**src/rtl/onehot_demux_1to4_pkg.sv**
```systemverilog
// Shared one-hot select encoding for the one-hot mux and demux.
// Keeping both helpers here guarantees both sides decode selects identically.
package onehot_demux_1to4_pkg;

    localparam int WIDTH = 32;
    localparam int N     = 4;
    localparam int IDX_W = $clog2(N);

    function automatic logic is_onehot(input logic [N-1:0] sel);
        int cnt;
        cnt = 0;
        for (int i = 0; i < N; i++) begin
            cnt = cnt + int'(sel[i]);
        end
        return (cnt == 1);
    endfunction

    // Only meaningful when is_onehot(sel) holds.
    function automatic logic [IDX_W-1:0] onehot_to_idx(input logic [N-1:0] sel);
        logic [IDX_W-1:0] idx;
        idx = '0;
        for (int i = 0; i < N; i++) begin
            if (sel[i]) begin
                idx = i[IDX_W-1:0];
            end
        end
        return idx;
    endfunction

endpackage

```
**src/rtl/onehot_demux_slot.sv**
```systemverilog
// One-entry output register for a single sink; an enqueue wins over a drain
// so back-to-back words flow without a bubble.
module onehot_demux_slot
    import onehot_demux_1to4_pkg::*;
#(
    parameter int WIDTH = onehot_demux_1to4_pkg::WIDTH
) (
    input  logic             clock,
    input  logic             reset,
    input  logic             enq,
    input  logic [WIDTH-1:0] enq_data,
    input  logic             deq_ready,
    output logic             full,
    output logic [WIDTH-1:0] data
);

    logic             full_reg;
    logic             full_next;
    logic [WIDTH-1:0] data_reg;
    logic [WIDTH-1:0] data_next;

    always_comb begin
        full_next = full_reg;
        data_next = data_reg;
        if (enq) begin
            full_next = 1'b1;
            data_next = enq_data;
        end else if (deq_ready) begin
            full_next = 1'b0;
        end
    end

    always_ff @(posedge clock) begin
        if (reset) begin
            full_reg <= 1'b0;
            data_reg <= '0;
        end else begin
            full_reg <= full_next;
            data_reg <= data_next;
        end
    end

    assign full = full_reg;
    assign data = data_reg;

endmodule

```
**src/rtl/onehot_demux_1to4.sv**
```systemverilog
// Registered one-hot demux: one valid/ready source fanned out to four sinks,
// each with its own slot; malformed selects are dropped and counted.
module onehot_demux_1to4
    import onehot_demux_1to4_pkg::*;
#(
    parameter int WIDTH = onehot_demux_1to4_pkg::WIDTH,
    parameter int N     = onehot_demux_1to4_pkg::N
) (
    input  logic             clock,
    input  logic             reset,
    input  logic             io_in_valid,
    output logic             io_in_ready,
    input  logic [WIDTH-1:0] io_in_bits,
    input  logic [N-1:0]     io_sel,
    output logic             io_out_0_valid,
    input  logic             io_out_0_ready,
    output logic [WIDTH-1:0] io_out_0_bits,
    output logic             io_out_1_valid,
    input  logic             io_out_1_ready,
    output logic [WIDTH-1:0] io_out_1_bits,
    output logic             io_out_2_valid,
    input  logic             io_out_2_ready,
    output logic [WIDTH-1:0] io_out_2_bits,
    output logic             io_out_3_valid,
    input  logic             io_out_3_ready,
    output logic [WIDTH-1:0] io_out_3_bits,
    output logic             io_err,
    output logic [7:0]       io_err_count
);

    logic [N-1:0]     out_ready;
    logic [N-1:0]     full;
    logic [WIDTH-1:0] data [N];
    logic [N-1:0]     enq;
    logic             sel_legal;
    logic [IDX_W-1:0] tgt;
    logic             fire;
    logic             err_reg;
    logic             err_next;
    logic [7:0]       err_count_reg;
    logic [7:0]       err_count_next;

    assign out_ready = {io_out_3_ready, io_out_2_ready, io_out_1_ready, io_out_0_ready};
    assign sel_legal = is_onehot(io_sel);
    assign tgt       = onehot_to_idx(io_sel);

    // Illegal selects are always accepted so a bad word can never wedge the source.
    always_comb begin
        io_in_ready = 1'b0;
        if (!reset) begin
            io_in_ready = sel_legal ? (!full[tgt] || out_ready[tgt]) : 1'b1;
        end
    end

    assign fire = io_in_valid && io_in_ready;

    generate
        for (genvar gi = 0; gi < N; gi++) begin : g_slot
            assign enq[gi] = fire && sel_legal && (tgt == IDX_W'(gi));

            onehot_demux_slot #(.WIDTH(WIDTH)) u_slot (
                .clock     (clock),
                .reset     (reset),
                .enq       (enq[gi]),
                .enq_data  (io_in_bits),
                .deq_ready (out_ready[gi]),
                .full      (full[gi]),
                .data      (data[gi])
            );
        end
    endgenerate

    always_comb begin
        err_next       = fire && !sel_legal;
        err_count_next = err_count_reg;
        if (err_next && (err_count_reg != 8'hFF)) begin
            err_count_next = err_count_reg + 8'd1;
        end
    end

    always_ff @(posedge clock) begin
        if (reset) begin
            err_reg       <= 1'b0;
            err_count_reg <= 8'd0;
        end else begin
            err_reg       <= err_next;
            err_count_reg <= err_count_next;
        end
    end

    assign io_err       = err_reg;
    assign io_err_count = err_count_reg;

    assign io_out_0_valid = full[0];
    assign io_out_1_valid = full[1];
    assign io_out_2_valid = full[2];
    assign io_out_3_valid = full[3];
    assign io_out_0_bits  = data[0];
    assign io_out_1_bits  = data[1];
    assign io_out_2_bits  = data[2];
    assign io_out_3_bits  = data[3];

endmodule

```
**config.mk**
```make
export PLATFORM = sky130hd
export DESIGN_NAME = onehot_demux_1to4
export DESIGN_NICKNAME = d
export VERILOG_FILES = /design/src/rtl/onehot_demux_1to4_pkg.sv /design/src/rtl/onehot_demux_slot.sv /design/src/rtl/onehot_demux_1to4.sv
export SDC_FILE = /design/constraint.sdc
export NUM_CORES = 1
export LEC_CHECK = 0
export ABC_AREA = 1
export CELL_PAD_IN_SITES_DETAIL_PLACEMENT = 1
export CELL_PAD_IN_SITES_GLOBAL_PLACEMENT = 2
export CORE_UTILIZATION = 30
export DETAILED_ROUTE_END_ITERATION = 12
export DONT_BUFFER_PORTS = 1
export HOLD_SLACK_MARGIN = 0.08
export PLACE_DENSITY = 0.7
export SLEW_MARGIN = 20
export SYNTH_ARGS = -nofsm -noshare
export SYNTH_HDL_FRONTEND = slang
export SYNTH_SLANG_ARGS = --single-unit
export TNS_END_PERCENT = 10
```
**constraint.sdc**
```tcl
create_clock -name clock -period 4.9 [get_ports clock]
set_clock_uncertainty 0.1 [all_clocks]
set_input_delay 0.98 -clock clock [delete_from_list [all_inputs] [get_ports clock]]
set_output_delay 0.98 -clock clock [all_outputs]
set_load 0.1 [all_outputs]
```
Yosys cells after proc, flatten, opt, wreduce, memory -nomap -nowiden:

Cells that the tools add are included.

* $add $sub $neg: 4
* magnitude comparators: 1
* eq/ne operators: 5
* multiplexer cells: 17
* reduce and logical (&&, ||, !) cells: 16

Operator list (number)
* $mux W1: 13
* $add A8 B1 Y8 const B: 1
* $logic_and A1 B1 Y1: 8
* $ne A8 B8 Y1 const B: 1
* $reduce_bool A2 Y1: 4
* $add A3 B1 Y4: 1
* $bmux W1 S2: 2
* $eq A2 B2 Y1 const B: 2
* $eq A4 B1 Y1 const B: 1
* $mux W2: 2
* $add A2 B1 Y3: 1
* $lt A2 B3 Y1 const B: 1
* $add A1 B1 Y2: 1
* $eq A2 B1 Y1 const B: 1
* $logic_not A1 Y1: 2
* $logic_not A2 Y1: 1
* $logic_or A1 B1 Y1: 1

* flip-flop bits (word level): 141
* input bits: 43
* output and inout port bits: 142

Depth between registers and ports, before layout:

Gate-level depths: netlist of the first run.

* word-level depth: 13
* mapped depth: 17

Modules after synthesis:

From an unflattened synthesis of the first run, not the netlist that was laid out.

* cells, all modules: 663
* area total of the unflattened synthesis: 5277.6 sq um

Modules (own cells, without submodules)
* onehot_demux_slot: instances 4, cells an instance 143, area each 1152.4 sq um
* onehot_demux_1to4: instances 1, cells an instance 91, area each 668.1 sq um

Worst setup path before layout of the first run:

OpenSTA, ideal clock, no wires.

* kind: input port to output port
* from: input port io_sel[3]
* to: output port io_in_ready
* data arrival time: 3716 ps
* setup slack: 104 ps
* stages: 10
* path buffers: 1
* path through: buf_6 inv_4 fa_1 inv_1 ha_1 ha_1 inv_1 nand4_1 nor3_2 a21oi_1

* cells in the longest elaborated chain, start to end: 7

Ends and longest elaborated chain
* from (decl): line onehot_demux_1to4.sv:14 `input logic [N-1:0] io_sel,`
* branches (longest 5 deep; another with $add A3 B1 Y4)
* $mux W1 *: line onehot_demux_1to4.sv:51 `io_in_ready = sel_legal ? (!full[tgt] || out_ready[tgt]) : 1'b1;`
* $mux W1 *: line onehot_demux_1to4.sv:50 `if (!reset) begin`
* to (decl): line onehot_demux_1to4.sv:12 `output logic io_in_ready,`

Mark *: on every way between the ends. The select of a mux whose other input is x is not followed.

Final worst setup path of the first run:

* from: input port io_sel[1]
* to: output port io_in_ready

* cells in the longest elaborated chain, start to end: 9

Ends and longest elaborated chain (line)
* branches (longest 7 deep; another with $add A3 B1 Y4)
* $mux W1 *: onehot_demux_1to4.sv:51
* $mux W1 *: onehot_demux_1to4.sv:50

Marks and branches as above.

==> results.py, run 1 <==
metrics = {
    "outcome": {
        "status": "completed",
    },
    "worst_setup_path": {
        "critPathKind": "in2out",
        "regToRegSetupSlack_ns": 2.23,
        "crit_required_ns": 3.82,
        "crit_arrival_ns": 2.80,
        "start_kind": "primary input",
        "end_kind": "output pin",
        "path_max_fanout": 4,
    },
    "clock_tree": {
        "clock_sinks": 141,
        "clock_latency_ns": 0.42,
        "postCtsHoldBufs": 0,
        "cts_buffer_depth": 2,
        "post_cts_resized": 0,
        "h-tree-depth": 4,
        "cts_buffers": 17,
        "cts_tree": "yes",
        "root_buffer": "clkbuf_16",
        "clkTransAtPathRegs_ns": 0.06,
        "post_cts_buffers": 0,
    },
    "sta": {
        "fin_ws_ns": 1.02,
        "slew_headroom_pct": 26.1,
        "setup_viol": 0,
        "fin_setup_tns_ns": 0,
        "worst_pin_slew_ns": 1.11,
        "post-route-min-period_ns": 3.88,
        "period_share_pct": 79.1,
        "hold_viol": 0,
        "timing.fmax_mhz": 258,
        "drv_slew": 0,
        "rsz0062_at_grt": "no",
    },
    "pwr": {
        "power_density_nw_per_um2": 447,
        "power.total_mw": 2.95,
        "ir_drop_v": 0.000220,
        "cellLeakagePower_nw": 2.69,
    },
    "finish": {
        "layout_common_cells": "nor2_1 (278), nand2_1 (141), dfxtp_1 (141)",
        "layout_commonest_cell": "nor2_1",
        "largest_reg_flops": 128,
        "antenna_cells": 0,
        "num-nets-final": 856,
        "drive_above_1_share_pct": 6.20,
        "final_area_sq_um": 6610,
        "area_delta_synth_final_pct": 12.1,
    },
    "die": {
        "die_h_um": 142,
        "initial_core_util_pct": 31.1,
        "rows": 50,
        "die_area_sq_um": 20200,
        "core_area_sq_um": 19000,
        "die_w_um": 142,
        "io-pin-count": 185,
    },
    "route": {
        "num_vias": 5117,
        "drc": 0,
        "drtIter0Drc": 247,
        "firstDrtPassIters": 4,
        "ant_nets": 0,
        "drt-total-wl_um": 18600,
        "vias_per_cell": 4.73,
        "wl_per_cell_um": 17.2,
    },
    "grt": {
        "grt_overflow": 0,
        "first_global_vias": 5323,
        "grt_pass1_wl_um": 29200,
        "grt_util_all_layers_pct": 18.9,
        "grt_start_max_net_pins": 129,
        "antenna_found_initial": 0,
    },
    "synthesis": {
        "yosysTopAreaCellShare_pct": 47.9,
        "yosysSeqAreaShare_pct": 47.9,
        "ys_types": 27,
        "yosys-top-cells-area": "dfxtp_1 (48%), nor2_1 (18%), nand3_1 (12%)",
        "synth_fp_nets": 887,
        "ys_seq_elements": 141,
        "async_reset_ff_share_pct": 0,
        "syn_area_sq_um": 5900,
        "synth_largest_area_cell": "dfxtp_1",
        "synth-main-ff-cell": "dfxtp_1",
        "synth_edf_count": 0,
        "syn_avg_cell_area_sq_um": 7.02,
        "ys.warnings.count": 0,
        "synthCells": 840,
    },
    "hold_path": {
        "hp-class": "in2reg",
    },
    "run": {
        "maxCapViolCount": 0,
    },
    "placement": {
        "port_buffers": 0,
        "globalplace.congestion": 0.791,
        "placed_area_sq_um": 5950,
        "preCtsSetupSlack_ns": 0.975,
        "dpl.hpwl_um": 12500,
    },
}
-- metrics by stage --
| stage | hold slack [ns] | std cells | utilization (%) |
|---|---|---|---|
| 6_report | 0.528 | 1082 | 34.9 |
| 5_1_grt | 0.506 | 1082 | 34.9 |
| 4_1_cts | 0.507 | 1082 | 34.9 |
| 3_5_place_dp | 0.841 | 1050 | 31.4 |
| 3_3_place_gp | 0.836 | 1050 | 31.4 |
| 2_1_floorplan | 0.813 | 840 | - |
-- synthesized netlist by cell type (2+ instances only) --
master,n
nand3_1,137
buf_6,14
ha_1,3
clkbuf_1,11
nor2_1,279
inv_2,2
nor3_1,2
dfxtp_1,141
buf_2,11
o21ai_0,4
buf_4,2
nand2_1,141
nand4_1,2
nor2_4,5
inv_1,52
a21oi_1,8
buf_1,16
-- layout make-up --
class	instances	area, sq um
Clock buffer	22	494
Clock inverter	10	159
Fill cell	2365	12300
Inverter	55	211
Multi-Input combinational cell	590	2550
Sequential cell	141	2820
Tap cell	260	325
Timing Repair Buffer	4	42.5
-- where the power goes --
| part | switching [mW] | total, mW | internal, mW |
|---|---|---|---|
| Clock | 0.494 | 1.41 | 0.918 |
| Combinational | 0.133 | 0.182 | 0.0484 |
| Sequential | 0.187 | 1.36 | 1.17 |
-- worst max-delay path: stages --
cell and delay [ns]:
inv_1 0.08, fa_1 0.51, inv_1 0.04, ha_1 0.18, ha_1 0.28, inv_1 0.08
nand4_1 0.10, nor3_2 0.23, a21oi_2 0.08, buf_4 0.24
-- cells by family (layout without fill, tap and decap cells) --
logic type,count (synthesis),count (layout),share of synthesized area (%)
compound gates,13,13,1.15
buf+inv,109,91,9.13
simple gates,573,573,40.9
flops,141,141,47.9
fa+ha+maj,4,4,0.976
-- routing by layer --
layer  vias to the layer above  part of all wire (%)  track usage, %
met2                       128                    47            31.5
li1                       2547                     -               -
met3                        21                   8.3            7.30
met5                         -                     0               0
met1                      2421                    43            22.2
met4                         0                   1.2            6.00
-- path summary, 6_finish.rpt --
path | startpoint | to | cells past startpoint
setup / recovery | io_sel[1] | io_in_ready | 10
hold / removal | reset | g_slot[0].u_slot.full | 1
setup reg to reg | g_slot[0].u_slot.full | g_slot[0].u_slot.data[0] | 7
hold reg to reg | g_slot[2].u_slot.data[19] | g_slot[2].u_slot.data[19] | 2
Note: power is estimated with default switching activity, not from simulation.
==> run 2: changes to the inputs <==
--- a/config.mk
+++ b/config.mk
@@ -12,7 +12,7 @@
 export DETAILED_ROUTE_END_ITERATION = 12
 export DONT_BUFFER_PORTS = 1
 export HOLD_SLACK_MARGIN = 0.08
-export PLACE_DENSITY = 0.7
+export PLACE_DENSITY = 0.72
 export SLEW_MARGIN = 20
 export SYNTH_ARGS = -nofsm -noshare
 export SYNTH_HDL_FRONTEND = slang
==> constraint.sdc (replaced) <==
create_clock -name clock -period 3.1 [get_ports clock]
set_clock_uncertainty 0.1 [all_clocks]
set_input_delay 0.62 -clock clock [delete_from_list [all_inputs] [get_ports clock]]
set_output_delay 0.62 -clock clock [all_outputs]
set_load 0.1 [all_outputs]
==> results.py, run 2 (synthesized netlist as in run 1, its figures left out) <==
metrics = {
    "outcome": {
        "status": "completed",
    },
    "worst_setup_path": {
        "end_kind": "output pin",
        "crit_required_ns": 2.38,
        "start_kind": "primary input",
        "critPathKind": "in2out",
        "rr_worst_depth": 7,
        "path_max_fanout": 2,
        "crit_arrival_ns": 2.34,
    },
    "route": {
        "num_vias": 5173,
        "drtIter0Drc": 148,
        "firstDrtPassIters": 6,
        "drt-total-wl_um": 18600,
        "vias_per_cell": 4.69,
        "drc": 0,
        "wl_per_cell_um": 16.9,
        "ant_nets": 0,
    },
    "clock_tree": {
        "h-tree-depth": 4,
        "cts_buffer_depth": 2,
        "clock_latency_ns": 0.42,
        "cts_tree": "yes",
        "postCtsHoldBufs": 0,
        "clock_sinks": 141,
        "post_cts_resized": 0,
        "post_cts_buffers": 0,
        "root_buffer": "clkbuf_16",
        "clkTransAtPathRegs_ns": 0.06,
        "cts_buffers": 17,
    },
    "run": {
        "maxCapViolCount": 0,
    },
    "grt": {
        "grt_util_all_layers_pct": 18.8,
        "grt_pass1_wl_um": 29200,
        "antenna_found_initial": 0,
        "grt_start_max_net_pins": 78,
        "grt_overflow": 0,
        "first_global_vias": 5225,
    },
    "pwr": {
        "cellLeakagePower_nw": 2.79,
        "power_density_nw_per_um2": 689,
        "ir_drop_v": 0.000367,
    },
    "die": {
        "die_w_um": 142,
        "io-pin-count": 185,
        "die_area_sq_um": 20200,
        "die_h_um": 142,
        "rows": 50,
        "initial_core_util_pct": 31.1,
        "core_area_sq_um": 19000,
    },
    "finish": {
        "multi_input_area_sq_um": 2560,
        "final_area_sq_um": 6790,
        "regArea_sq_um": 2820,
        "num-nets-final": 876,
        "largest_reg_flops": 128,
        "drive_above_1_share_pct": 8.55,
        "layout_common_cells": "nor2_1 (278), nand2_1 (141), dfxtp_1 (141)",
        "layout_commonest_cell": "nor2_1",
        "nFillCells": 2371,
        "area_delta_synth_final_pct": 15.1,
        "antenna_cells": 0,
    },
    "placement": {
        "port_buffers": 0,
        "globalplace.congestion": 0.781,
        "placed_area_sq_um": 6140,
        "dpl.hpwl_um": 12600,
    },
    "sta": {
        "setup_viol": 0,
        "worst_pin_slew_ns": 1.04,
        "slew_headroom_pct": 30.4,
        "hold_viol": 0,
        "hold_slack_ns": 0.167,
        "fin_setup_tns_ns": 0,
        "period_share_pct": 98.9,
        "rsz0062_at_grt": "yes",
        "post-route-min-period_ns": 3.06,
        "drv_slew": 0,
        "timing.fmax_mhz": 326,
    },
    "hold_path": {
        "hp-class": "in2reg",
        "whs_path_depth": 1,
    },
}
-- run 2: final cells by class --
class                      count  area share [%]
timing repair buffer          24            3.21
clock inverter                13            2.78
inverter                      55            3.19
tap                          260            4.79
sequential                   141            41.6
multi-input combinational    590            37.7
clock buffer                  19            6.68
-- run 2: report_power, final --
part           internal, mW  switching (mW)  leakage [nW]
clock network          1.39           0.830         0.298
registers              1.85           0.268          1.14
logic                0.0925           0.240          1.35
-- run 2: path summary, 6_finish.rpt --
check / from / slack [ns] / to
hold / removal: reset / 0.17 / g_slot[0].u_slot.full
setup / recovery: io_sel[0] / 0.04 / io_in_ready
hold reg to reg: io_err_count[3] / 0.58 / io_err_count[5]
setup reg to reg: g_slot[0].u_slot.full / 0.95 / g_slot[1].u_slot.data[6]
-- run 2: metal layers --
metal,global-route usage [%],vias to the layer above,part of all wire [%]
met4,5.60,0,1.2
li1,-,2585,-
met1,22.5,2438,43
met3,7.13,16,8.0
met2,31.3,134,48
met5,0,-,0
-- run 2: metrics by stage --
stage	cells	power, mW	util (%)	setup slack [ns]
floorplan	840	2.42	-	-0.0388
global placement	1070	2.49	32.4	-0.214
detailed placement	1070	2.50	32.4	-0.301
CTS	1102	4.72	35.8	0.0108
global route	1102	4.86	35.8	-0.0548
finish	1102	4.67	35.8	0.0355
-- run 2: worst max-delay path, stage by stage --
cell     delay, ns
inv_1         0.03
fa_1          0.53
inv_1         0.04
ha_2          0.15
ha_1          0.28
inv_1         0.07
nand4_1       0.08
nor3_2        0.25
a21oi_4       0.11
buf_12        0.17
==> run 3: changes to the inputs <==
--- a/config.mk
+++ b/config.mk
@@ -8,6 +8,7 @@
 export ABC_AREA = 1
 export CELL_PAD_IN_SITES_DETAIL_PLACEMENT = 1
 export CELL_PAD_IN_SITES_GLOBAL_PLACEMENT = 2
+export CORE_ASPECT_RATIO = 0.8
 export CORE_UTILIZATION = 30
 export DETAILED_ROUTE_END_ITERATION = 12
 export DONT_BUFFER_PORTS = 1
==> results.py, run 3 (synthesized netlist as in run 1, its figures left out) <==
metrics = {
    "sta": {
        "timing.fmax_mhz": 328,
        "setup_viol": 0,
        "hold_viol": 0,
        "drv_slew": 0,
        "hold_slack_ns": 0.173,
        "slew_headroom_pct": 30.0,
        "period_share_pct": 98.3,
        "post-route-min-period_ns": 3.05,
        "worst_pin_slew_ns": 1.05,
        "fin_setup_tns_ns": 0,
    },
    "finish": {
        "final_util_pct": 36.3,
        "antenna_cells": 0,
        "num-nets-final": 884,
        "area_delta_synth_final_pct": 17.4,
        "nFillCells": 2375,
        "layout_commonest_cell": "nor2_1",
        "stdcell_count": 1108,
        "layout_common_cells": "nor2_1 (278), nand2_1 (141), dfxtp_1 (141)",
        "drive_above_1_share_pct": 9.53,
        "largest_reg_flops": 128,
    },
    "route": {
        "num_vias": 5274,
        "firstDrtPassIters": 4,
        "wl_per_cell_um": 17.3,
        "vias_per_cell": 4.76,
        "drc": 0,
        "ant_nets": 0,
        "drtIter0Drc": 215,
        "drt-total-wl_um": 19200,
    },
    "grt": {
        "grt_start_max_net_pins": 75,
        "grt_util_all_layers_pct": 19.2,
        "grt_pass1_wl_um": 30100,
        "first_global_vias": 5402,
        "grt_overflow": 0,
        "antenna_found_initial": 0,
    },
    "clock_tree": {
        "cts_tree": "yes",
        "clock_sinks": 141,
        "root_buffer": "clkbuf_16",
        "h-tree-depth": 4,
        "cts_buffers": 17,
        "postCtsHoldBufs": 0,
        "cts_buffer_depth": 2,
        "clock_latency_ns": 0.41,
        "clkTransAtPathRegs_ns": 0.06,
    },
    "hold_path": {
        "hp-class": "in2reg",
    },
    "placement": {
        "globalplace.congestion": 0.804,
        "dpl.hpwl_um": 13100,
        "place_inst": 1075,
        "port_buffers": 0,
    },
    "worst_setup_path": {
        "path_max_fanout": 36,
        "path_buf_inv": 5,
        "end_kind": "output pin",
        "crit_arrival_ns": 2.33,
        "crit_required_ns": 2.38,
        "cp_slowest_cell": "fa_1",
        "crit_family": "adder cells",
        "path_cells": "inv_12 > fa_1 > inv_1 > ha_2 > ha_4 > inv_2 > nand4_1 > nor3_2 > buf_4 > a21oi_4 > buf_12",
        "start_kind": "primary input",
        "cpPeakStageDelay_ns": 0.53,
        "critPathKind": "in2out",
    },
    "outcome": {
        "status": "completed",
    },
    "pwr": {
        "ir_drop_v": 0.000263,
        "power.total_mw": 4.65,
        "power_density_nw_per_um2": 671,
        "cellLeakagePower_nw": 2.84,
    },
    "die": {
        "die_w_um": 159,
        "core_area_sq_um": 19100,
        "rows": 45,
        "io-pin-count": 185,
        "die_area_sq_um": 20200,
        "initial_core_util_pct": 30.9,
        "die_h_um": 127,
    },
    "run": {
        "maxCapViolCount": 0,
    },
}
run 3: repair_timing:
item | CTS | global route
buffers inserted | 0 | 1
gates resized for setup | 0 | 4
endpoints found under the setup margin | 0 | 1
run 3: path summary, 6_finish.rpt:
| kind | start | end | slack, ns | cells after the start |
|---|---|---|---|---|
| min reg2reg | io_err_count[3] | io_err_count[5] | 0.56 | 3 |
| max reg2reg | g_slot[2].u_slot.full | g_slot[2].u_slot.data[14] | 0.97 | 10 |
| min | reset | g_slot[3].u_slot.full | 0.17 | 1 |
| max | io_sel[3] | io_in_ready | 0.05 | 11 |
run 3: final cells by class:
class                           instances  area (sq um)  share of cell area [%]
Sequential cell                       141          2820                    40.8
Inverter                               55           221                    3.20
Multi-Input combinational cell        590          2570                    37.2
Tap cell                              258           323                    4.66
Timing Repair Buffer                   32           353                    5.10
Clock inverter                         11           156                    2.26
Clock buffer                           21           470                    6.80
run 3: stage by stage:
stage / cell area [sq um] / setup slack (ns)
3_5_place_dp: 6270 / -0.00369
4_1_cts: 6900 / 0.00788
6_report: 6920 / 0.0513
3_3_place_gp: 6270 / 0.0243
2_1_floorplan: 5920 / -0.0388
5_1_grt: 6920 / -0.00128
run 3: power breakdown:
part	switching, mW	internal (mW)
clock network	0.836	1.34
logic	0.247	0.101
registers	0.270	1.85
run 3: layer usage:
metal	vias up	wire, um	global-route usage (%)
met3	12	1480	7.27
met5	-	0	0
met2	133	8830	31.5
met4	0	155	5.14
met1	2531	8700	23.5
li1	2598	-	-
